File: config.mk
export PLATFORM = sky130hd
export DESIGN_NAME = spi_regbank
export DESIGN_NICKNAME = d
export VERILOG_FILES = /design/src/rtl/spi_regbank_pkg.sv /design/src/rtl/rising_edge_detector.sv /design/src/rtl/sync_2ff.sv /design/src/rtl/spi_regbank.sv
export SDC_FILE = /design/constraint.sdc
export NUM_CORES = 1
export LEC_CHECK = 0
export BUFFER_PORTS_ARGS = -buffer_cell sky130_fd_sc_hd__buf_2
export CORE_MARGIN = 10
export CORE_UTILIZATION = 55
export DETAILED_ROUTE_END_ITERATION = 6
export PLACE_DENSITY = 0.84
export SLEW_MARGIN = 20
export SYNTH_ARGS = -nofsm -noshare
export SYNTH_HDL_FRONTEND = slang
export SYNTH_SLANG_ARGS = --single-unit
File: constraint.sdc
create_clock -name clk -period 2.2 [get_ports clk]
set_input_delay 0 -clock clk [delete_from_list [all_inputs] [get_ports clk]]
set_output_delay 0 -clock clk [all_outputs]
set_load 0.05 [all_outputs]
File: src/rtl/spi_regbank_pkg.sv
// rtl/spi_regbank_pkg.sv - register map and bit positions for the SPI register bank
package spi_regbank_pkg;

    localparam logic [2:0] ADDR_CTRL      = 3'd0;
    localparam logic [2:0] ADDR_CFG0      = 3'd1;
    localparam logic [2:0] ADDR_CFG1      = 3'd2;
    localparam logic [2:0] ADDR_CFG2      = 3'd3;
    localparam logic [2:0] ADDR_CFG3      = 3'd4;
    localparam logic [2:0] ADDR_EVT_FLAGS = 3'd5;
    localparam logic [2:0] ADDR_EVT_MASK  = 3'd6;
    localparam logic [2:0] ADDR_ID        = 3'd7;

    localparam int CTRL_LOCK_BIT = 7;
    localparam int CTRL_WERR_BIT = 6;

    localparam int STATUS_IRQ_BIT  = 7;
    localparam int STATUS_LOCK_BIT = 6;
    localparam int STATUS_FLAG_BIT = 5;
    localparam int STATUS_WERR_BIT = 4;

    function automatic logic is_cfg_addr(input logic [2:0] addr);
        return (addr >= ADDR_CFG0) && (addr <= ADDR_CFG3);
    endfunction

endpackage

File: src/rtl/rising_edge_detector.sv
// rtl/rising_edge_detector.sv - one-cycle pulse on a 0->1 transition of a synchronous input
module rising_edge_detector (
    input  logic clk,
    input  logic rstb,
    input  logic ena,
    input  logic d,
    output logic pulse
);

    logic prev;

    always_ff @(posedge clk or negedge rstb) begin
        if (!rstb) begin
            prev <= 1'b0;
        end else if (ena) begin
            prev <= d;
        end
    end

    assign pulse = d & ~prev;

endmodule

File: src/rtl/sync_2ff.sv
// rtl/sync_2ff.sv - two-flop synchronizer for one asynchronous pin, frozen when ena is low
module sync_2ff (
    input  logic clk,
    input  logic rstb,
    input  logic ena,
    input  logic d,
    output logic q
);

    logic meta;

    always_ff @(posedge clk or negedge rstb) begin
        if (!rstb) begin
            meta <= 1'b0;
            q    <= 1'b0;
        end else if (ena) begin
            meta <= d;
            q    <= meta;
        end
    end

endmodule

File: src/rtl/spi_regbank.sv
// rtl/spi_regbank.sv - SPI-side register bank: lockable config, W1C event flags, mask, IRQ, ID
module spi_regbank
    import spi_regbank_pkg::*;
#(
    parameter int         ADDR_W   = 3,
    parameter int         REG_W    = 8,
    parameter logic [7:0] ID_VALUE = 8'hA5
) (
    input  logic                 clk,
    input  logic                 rstb,
    input  logic                 ena,
    input  logic [ADDR_W-1:0]    reg_addr,
    input  logic [REG_W-1:0]     reg_wdata,
    input  logic                 reg_wdata_dv,
    output logic [REG_W-1:0]     reg_rdata,
    output logic [7:0]           status,
    input  logic [REG_W-1:0]     evt_i,
    output logic [4*REG_W-1:0]   cfg_o,
    output logic                 irq_o
);

    logic             lock;
    logic             wr_err;
    logic [REG_W-1:0] cfg_q [4];
    logic [REG_W-1:0] flags;
    logic [REG_W-1:0] mask;

    logic             wr_en;
    logic             is_cfg;
    logic             lock_set;
    logic             wr_err_set;
    logic             wr_err_clr;
    logic             cfg_wr;

    logic [REG_W-1:0] evt_sync;
    logic [REG_W-1:0] evt_rise;
    logic [REG_W-1:0] flags_clr;
    logic [REG_W-1:0] flags_nxt;
    logic [REG_W-1:0] mask_nxt;
    logic [REG_W-1:0] rd_mux;

    assign wr_en      = ena & reg_wdata_dv;
    assign is_cfg     = is_cfg_addr(reg_addr);
    assign lock_set   = wr_en & (reg_addr == ADDR_CTRL) & reg_wdata[CTRL_LOCK_BIT];
    assign wr_err_clr = wr_en & (reg_addr == ADDR_CTRL) & reg_wdata[CTRL_WERR_BIT];
    assign wr_err_set = wr_en & ((is_cfg & lock) | (reg_addr == ADDR_ID));
    assign cfg_wr     = wr_en & is_cfg & ~lock;

    // LOCK is set-only; only reset brings it back to 0
    always_ff @(posedge clk or negedge rstb) begin
        if (!rstb) begin
            lock   <= 1'b0;
            wr_err <= 1'b0;
        end else if (ena) begin
            if (lock_set) begin
                lock <= 1'b1;
            end
            if (wr_err_set) begin
                wr_err <= 1'b1;
            end else if (wr_err_clr) begin
                wr_err <= 1'b0;
            end
        end
    end

    always_ff @(posedge clk or negedge rstb) begin
        if (!rstb) begin
            for (int i = 0; i < 4; i++) begin
                cfg_q[i] <= '0;
            end
        end else if (cfg_wr) begin
            case (reg_addr)
                ADDR_CFG0: cfg_q[0] <= reg_wdata;
                ADDR_CFG1: cfg_q[1] <= reg_wdata;
                ADDR_CFG2: cfg_q[2] <= reg_wdata;
                ADDR_CFG3: cfg_q[3] <= reg_wdata;
                default:   ;
            endcase
        end
    end

    assign cfg_o = {cfg_q[3], cfg_q[2], cfg_q[1], cfg_q[0]};

    for (genvar g = 0; g < REG_W; g++) begin : g_evt
        sync_2ff u_sync (
            .clk  (clk),
            .rstb (rstb),
            .ena  (ena),
            .d    (evt_i[g]),
            .q    (evt_sync[g])
        );

        rising_edge_detector u_edge (
            .clk   (clk),
            .rstb  (rstb),
            .ena   (ena),
            .d     (evt_sync[g]),
            .pulse (evt_rise[g])
        );
    end

    // OR-ing the set pulse after the clear makes a coincident edge win over W1C
    assign flags_clr = (wr_en && reg_addr == ADDR_EVT_FLAGS) ? reg_wdata : '0;
    assign flags_nxt = (flags & ~flags_clr) | evt_rise;
    assign mask_nxt  = (wr_en && reg_addr == ADDR_EVT_MASK) ? reg_wdata : mask;

    always_ff @(posedge clk or negedge rstb) begin
        if (!rstb) begin
            flags <= '0;
            mask  <= '0;
            irq_o <= 1'b0;
        end else if (ena) begin
            flags <= flags_nxt;
            mask  <= mask_nxt;
            irq_o <= |(flags_nxt & mask_nxt);
        end
    end

    always_comb begin
        rd_mux = '0;
        case (reg_addr)
            ADDR_CTRL: begin
                rd_mux[CTRL_LOCK_BIT] = lock;
                rd_mux[CTRL_WERR_BIT] = wr_err;
            end
            ADDR_CFG0:      rd_mux = cfg_q[0];
            ADDR_CFG1:      rd_mux = cfg_q[1];
            ADDR_CFG2:      rd_mux = cfg_q[2];
            ADDR_CFG3:      rd_mux = cfg_q[3];
            ADDR_EVT_FLAGS: rd_mux = flags;
            ADDR_EVT_MASK:  rd_mux = mask;
            ADDR_ID:        rd_mux = REG_W'(ID_VALUE);
            default:        rd_mux = '0;
        endcase
    end

    // Sampled before this cycle's write lands, so same-cycle reads see the old value
    always_ff @(posedge clk or negedge rstb) begin
        if (!rstb) begin
            reg_rdata <= '0;
        end else if (ena) begin
            reg_rdata <= rd_mux;
        end
    end

    always_comb begin
        status                  = '0;
        status[STATUS_IRQ_BIT]  = irq_o;
        status[STATUS_LOCK_BIT] = lock;
        status[STATUS_FLAG_BIT] = |flags;
        status[STATUS_WERR_BIT] = wr_err;
    end

endmodule
# == Yosys cells after proc, flatten, opt, wreduce, memory -nomap -nowiden ==
# Cells that the tools add are included.
# classes
order_cmp,2
eq_ne,7
mux,6
bitwise_logic,30
reduce_logical,13
# ops
operator,count
6-bit one-hot mux with 7 select lines,1
1-bit AND,16
8-bit AND,2
8-bit 2-to-1 mux,2
2-bit one-hot mux with 8 select lines,1
8-bit OR reduction,2
"3-bit == test, second input constant",4
2-bit AND reduction,6
1-bit NOT,9
8-bit NOT,1
8-bit bitwise OR,1
"3-bit by 2-bit == test with 1-bit output, second input constant",2
"3-bit by 1-bit == test with 1-bit output, second input constant",1
"3-bit by 1-bit greater-or-equal comparator with 1-bit output, second input constant",1
"3-bit less-or-equal comparator, second input constant",1
1-bit logical AND,3
3-bit logical NOT,1
1-bit 2-to-1 mux,2
2-bit nonzero test,1
1-bit bitwise OR,1
# word_totals
regBits,83
input_bits,23
out_inout_bits,49

# == Logic depth before layout (Yosys ltp) ==
# logic_depth
depth_word,8
ltp_mapped,7
mapped_depth_nobuf,5

# == Hierarchy ==
# A second synthesis with hierarchy kept.
# unflattened
hier_cells,333
hier_area_um2,4013.8
# by_module_without_submodules
mod,instances,cells_each,area_each_um2,seq_area_each_um2
spi_regbank,1,277,3062.9,1476.4
sync_2ff,8,4,72.6,50.0
rising_edge_detector,8,3,46.3,25.0

# == Least setup slack after synthesis ==
# No wires, ideal clock.
# synth_timing
path_type,register to register
from,register lock
to,register cfg_q (netlist bit cfg_o[24])
setup_time_ns,0.125
arrival_ns,1.406
required_time_ns,2.075
slack_ns,0.670
path_stages_with_launch,4
cell_sequence,dfrtp_1 -> clkbuf_1 -> nor4_4 -> mux2_2
# synth_between
elab_chain_len,3
# synth_rtl
element,line_no,source
start: declaration,spi_regbank.sv:22,logic lock;
start signal: assignment,spi_regbank.sv:52,lock <= 1'b0;
start signal: assignment,spi_regbank.sv:56,lock <= 1'b1;
1-bit NOT,spi_regbank.sv:47,assign cfg_wr = wr_en & is_cfg & ~lock;
1-bit AND,spi_regbank.sv:47,
2-bit AND reduction (no source line),--,
end: declaration,spi_regbank.sv:24,logic [REG_W-1:0] cfg_q [4];
# Every way passes these cells.
# A chain may end at the register's enable or synchronous reset.

# == Worst setup path in the final report ==
# layout_timing
from,input port ena
to,register irq_o
# layout_between
elab_chain_len,8
elab_cells_between_ends,10
cone_classes,2 x mux; 5 x bitwise; 3 x reduce/logical
# layout_rtl
element,line_no,source
start: declaration,spi_regbank.sv:11,"input logic ena,"
1-bit AND,spi_regbank.sv:42,assign wr_en = ena & reg_wdata_dv;
1-bit logical AND,spi_regbank.sv:103,assign flags_clr = (wr_en && reg_addr == ADDR_EVT_FLAGS) ? reg_wdata : '0;
8-bit 2-to-1 mux,spi_regbank.sv:103,
8-bit NOT,spi_regbank.sv:104,assign flags_nxt = (flags & ~flags_clr) | evt_rise;
8-bit AND,spi_regbank.sv:104,
8-bit bitwise OR,spi_regbank.sv:104,
8-bit AND,spi_regbank.sv:115,irq_o <= |(flags_nxt & mask_nxt);
8-bit OR reduction,spi_regbank.sv:115,
end signal: assignment,spi_regbank.sv:115,
end: declaration,spi_regbank.sv:19,output logic irq_o
# Several ways; a longest one is shown, not always the timed one.

==> results.cfg <==
[critical_path]
worst-setup-path-type = input port to flip-flop
cp.required_ns = 2.42
r2r_start = lock
cp-start-kind = input port
critical_path_buf_inv_count = 2
crit_family = buffers and inverters
cp_max_fo = 9
crit_arrival_ns = 2.06
cp_cell_sequence = dlygate4sd3_1 > buf_2 > nand2_2 > nor2_4 > mux2_2 > a2111oi_2 > a41oi_1
cp_slowest_stage_delay_ns = 0.53
end_kind = flip-flop
slowest_stage = dlygate4sd3_1
cp-startpoint = ena

[yosys]
ys_types = 43
ys_seq_elements = 83
yosysSeqAreaShare = 0.537
syn_area_um2 = 3870
synth_top_area_frac = 0.537
syn_inst = 342
synth_area_leader_cell = dfrtp_1
syn_area_per_cell_um2 = 11.3
yosysWarnings = 0
ys_top_cells_by_area = dfrtp_1 54%, mux2_2 15%, o21ai_0 4.8%

[sta]
fin_crit_ns = 1.84
fin_tns_setup_ns = 0
rsz0062_at_grt = no
setup_violations = 0
slew_headroom = 0.520
worstMarginPinSlew_ns = 0.719
clock.fmax_ghz = 0.543
hold_viol_final = 0
slew_violations = 0
fin_crit_sh = 0.837
finClkSkew_ns = 0.0146
hold_slack_ns = 0.0811
setup_ws_ns = 0.359

[floorplanning]
die_h_um = 104
core_um2 = 6830
die_area_um2 = 10800
io_pins = 72
die_x_um = 104
initial_core_util = 0.567
row_count = 30

[route]
routed_wl_um = 9400
num_vias = 2950
drt_iter0_markers = 151
routed-wl-met3_um = 692
drc = 0
wl_met1_um = 4020
dr.pass1.iters = 4
routed.top_layer = met4
ant_nets = 0
dr_wl_met2_um = 4450
routedWlPerCell_um = 18.0
viasPerCell = 5.65

[global_routing]
antenna_found_initial = 0
grt_pass1_wl_um = 15700
grt-ovfl-total = 0
grt_max_degree = 57
track_usage = 0.175
grt_pass1_vias = 3063

[pwr]
powerDensity_nw_per_um2 = 1040
power_switching_w = 0.00185
power_frac_clock = 0.256
swShare = 0.383
p_seq_frac = 0.423
p_total_w = 0.00483
p_int_w = 0.00298
comb_power_share = 0.321
p_leak_nw = 2.11
max-vdd-ir-drop_v = 0.000535

[place]
dp_hpwl_um = 6840
io_buffer_count = 67
place.gp.congestion = 0.887
dpl_worst_slack_ns = 0.432

[clocking]
clk_root_buffer_cell = clkbuf_8
cts.sinks = 83
cts_setup_buffers = 0
cts_buffer_depth = 2
numCtsBuffers = 9
path_clk_slew_ns = 0.08
cts_max_level = 3
insertion_delay_ns = 0.36
cts_tree = done
postCtsHoldBufs = 18
cts_resized = 0

[min_path]
hp-start = reg_wdata_dv
hold_class = input port to flip-flop

[finish]
nets = 444
drive_gt1_frac = 0.352
antenna_cells = 0
areaGrowthSynthToFinish_pct = 20.4
layout_common_cells = 83 x dfrtp_1, 66 x buf_2, 52 x mux2_2, 37 x o21ai_0, 34 x nand2_1
final_common_cell = dfrtp_1
fin_util = 0.682

[flow_run]
max-cap-violations = 0

[outcome]
status = complete, no violations
## registers in the layout (all words and copies together) (netlist names)
signal / cells
cfg_o: 32
g_evt.u_sync.q: 8
wr_err: 1
g_evt.u_edge.prev: 8
lock: 1
irq_o: 1
flags: 8
reg_rdata: 8
g_evt.u_sync.meta: 8
mask: 8
## logic make-up (layout without fill, tap and decap cells)
logic type	count (synthesis)	in the layout	synth area share
muxes	59	59	0.173
buffers and inverters	39	120	0.0494
DFF	83	83	0.537
AOI/OAI and AO/OA	80	80	0.132
other	1	4	0.000969
and+or+nand+nor	80	80	0.109
## synthesized netlist by cell type, drive strengths merged
master / number
mux2: 52
a22oi: 12
clkbuf: 5
or3: 1
o211ai: 2
a21bo: 2
inv: 14
conb: 1
a21o: 2
nor3b: 1
nand3b: 3
and3b: 1
a221o: 1
buf: 20
a22o: 1
a2111oi: 1
a31o: 1
nor2b: 2
nor2: 18
o221ai: 1
mux2i: 6
and2: 1
mux4: 1
a21boi: 1
dfrtp: 83
nor3: 1
a41oi: 3
nor4: 4
nand2: 35
o22ai: 1
nand2b: 5
o21ai: 39
a221oi: 5
nand3: 8
a21oi: 8
## path summary, 6_finish.rpt
check,cells past startpoint,slack (ns),to
hold reg to reg,1,0.46,flags[7]
max in group asynchronous,3,1.34,g_evt[5].u_sync.q
setup / recovery,7,0.36,irq_o
setup reg to reg,3,0.48,cfg_o[8]
hold / removal,4,0.08,flags[6]
min in group asynchronous,2,0.24,cfg_o[31]
## worst reg2reg max path, cell delays in order (launching register included)
cell and delay [ns]:
dfrtp_1 0.50, nor3_1 0.29, nand3b_1 0.40, mux2_2 0.42
## per-stage QoR
step / cell area, µm² / instances
2_1_floorplan: 3880 / 345
3_3_place_gp: 4250 / 488
3_5_place_dp: 4250 / 488
4_1_cts: 4660 / 522
5_1_grt: 4660 / 522
6_report: 4660 / 522
## final cells by class
| class | count | area [µm²] |
|---|---|---|
| clock buffer | 12 | 155 |
| clock inverter | 4 | 72.6 |
| fill | 545 | 2170 |
| inverter | 14 | 52.6 |
| multi-input combinational | 223 | 1610 |
| sequential | 83 | 2080 |
| tap | 96 | 120 |
| timing repair buffer | 90 | 568 |
## metal layers
metal  GRT usage  up-vias
met5           0        -
met4      0.0746        0
met3      0.0483       25
li1            -     1362
met2       0.275      125
met1       0.223     1438
## power by group through the flow
| stage | Combinational, W | Clock (W) | Sequential [W] |
|---|---|---|---|
| 2_1_floorplan | 0.000549 | 0 | 0.00264 |
| 3_3_place_gp | 0.00151 | 0 | 0.00206 |
| 3_5_place_dp | 0.00153 | 0 | 0.00207 |
| 4_1_cts | 0.00156 | 0.00125 | 0.00204 |
| 5_1_grt | 0.00165 | 0.00131 | 0.00208 |
| 6_report | 0.00155 | 0.00124 | 0.00205 |
No activity file was read; power rests on OpenSTA's default activity.
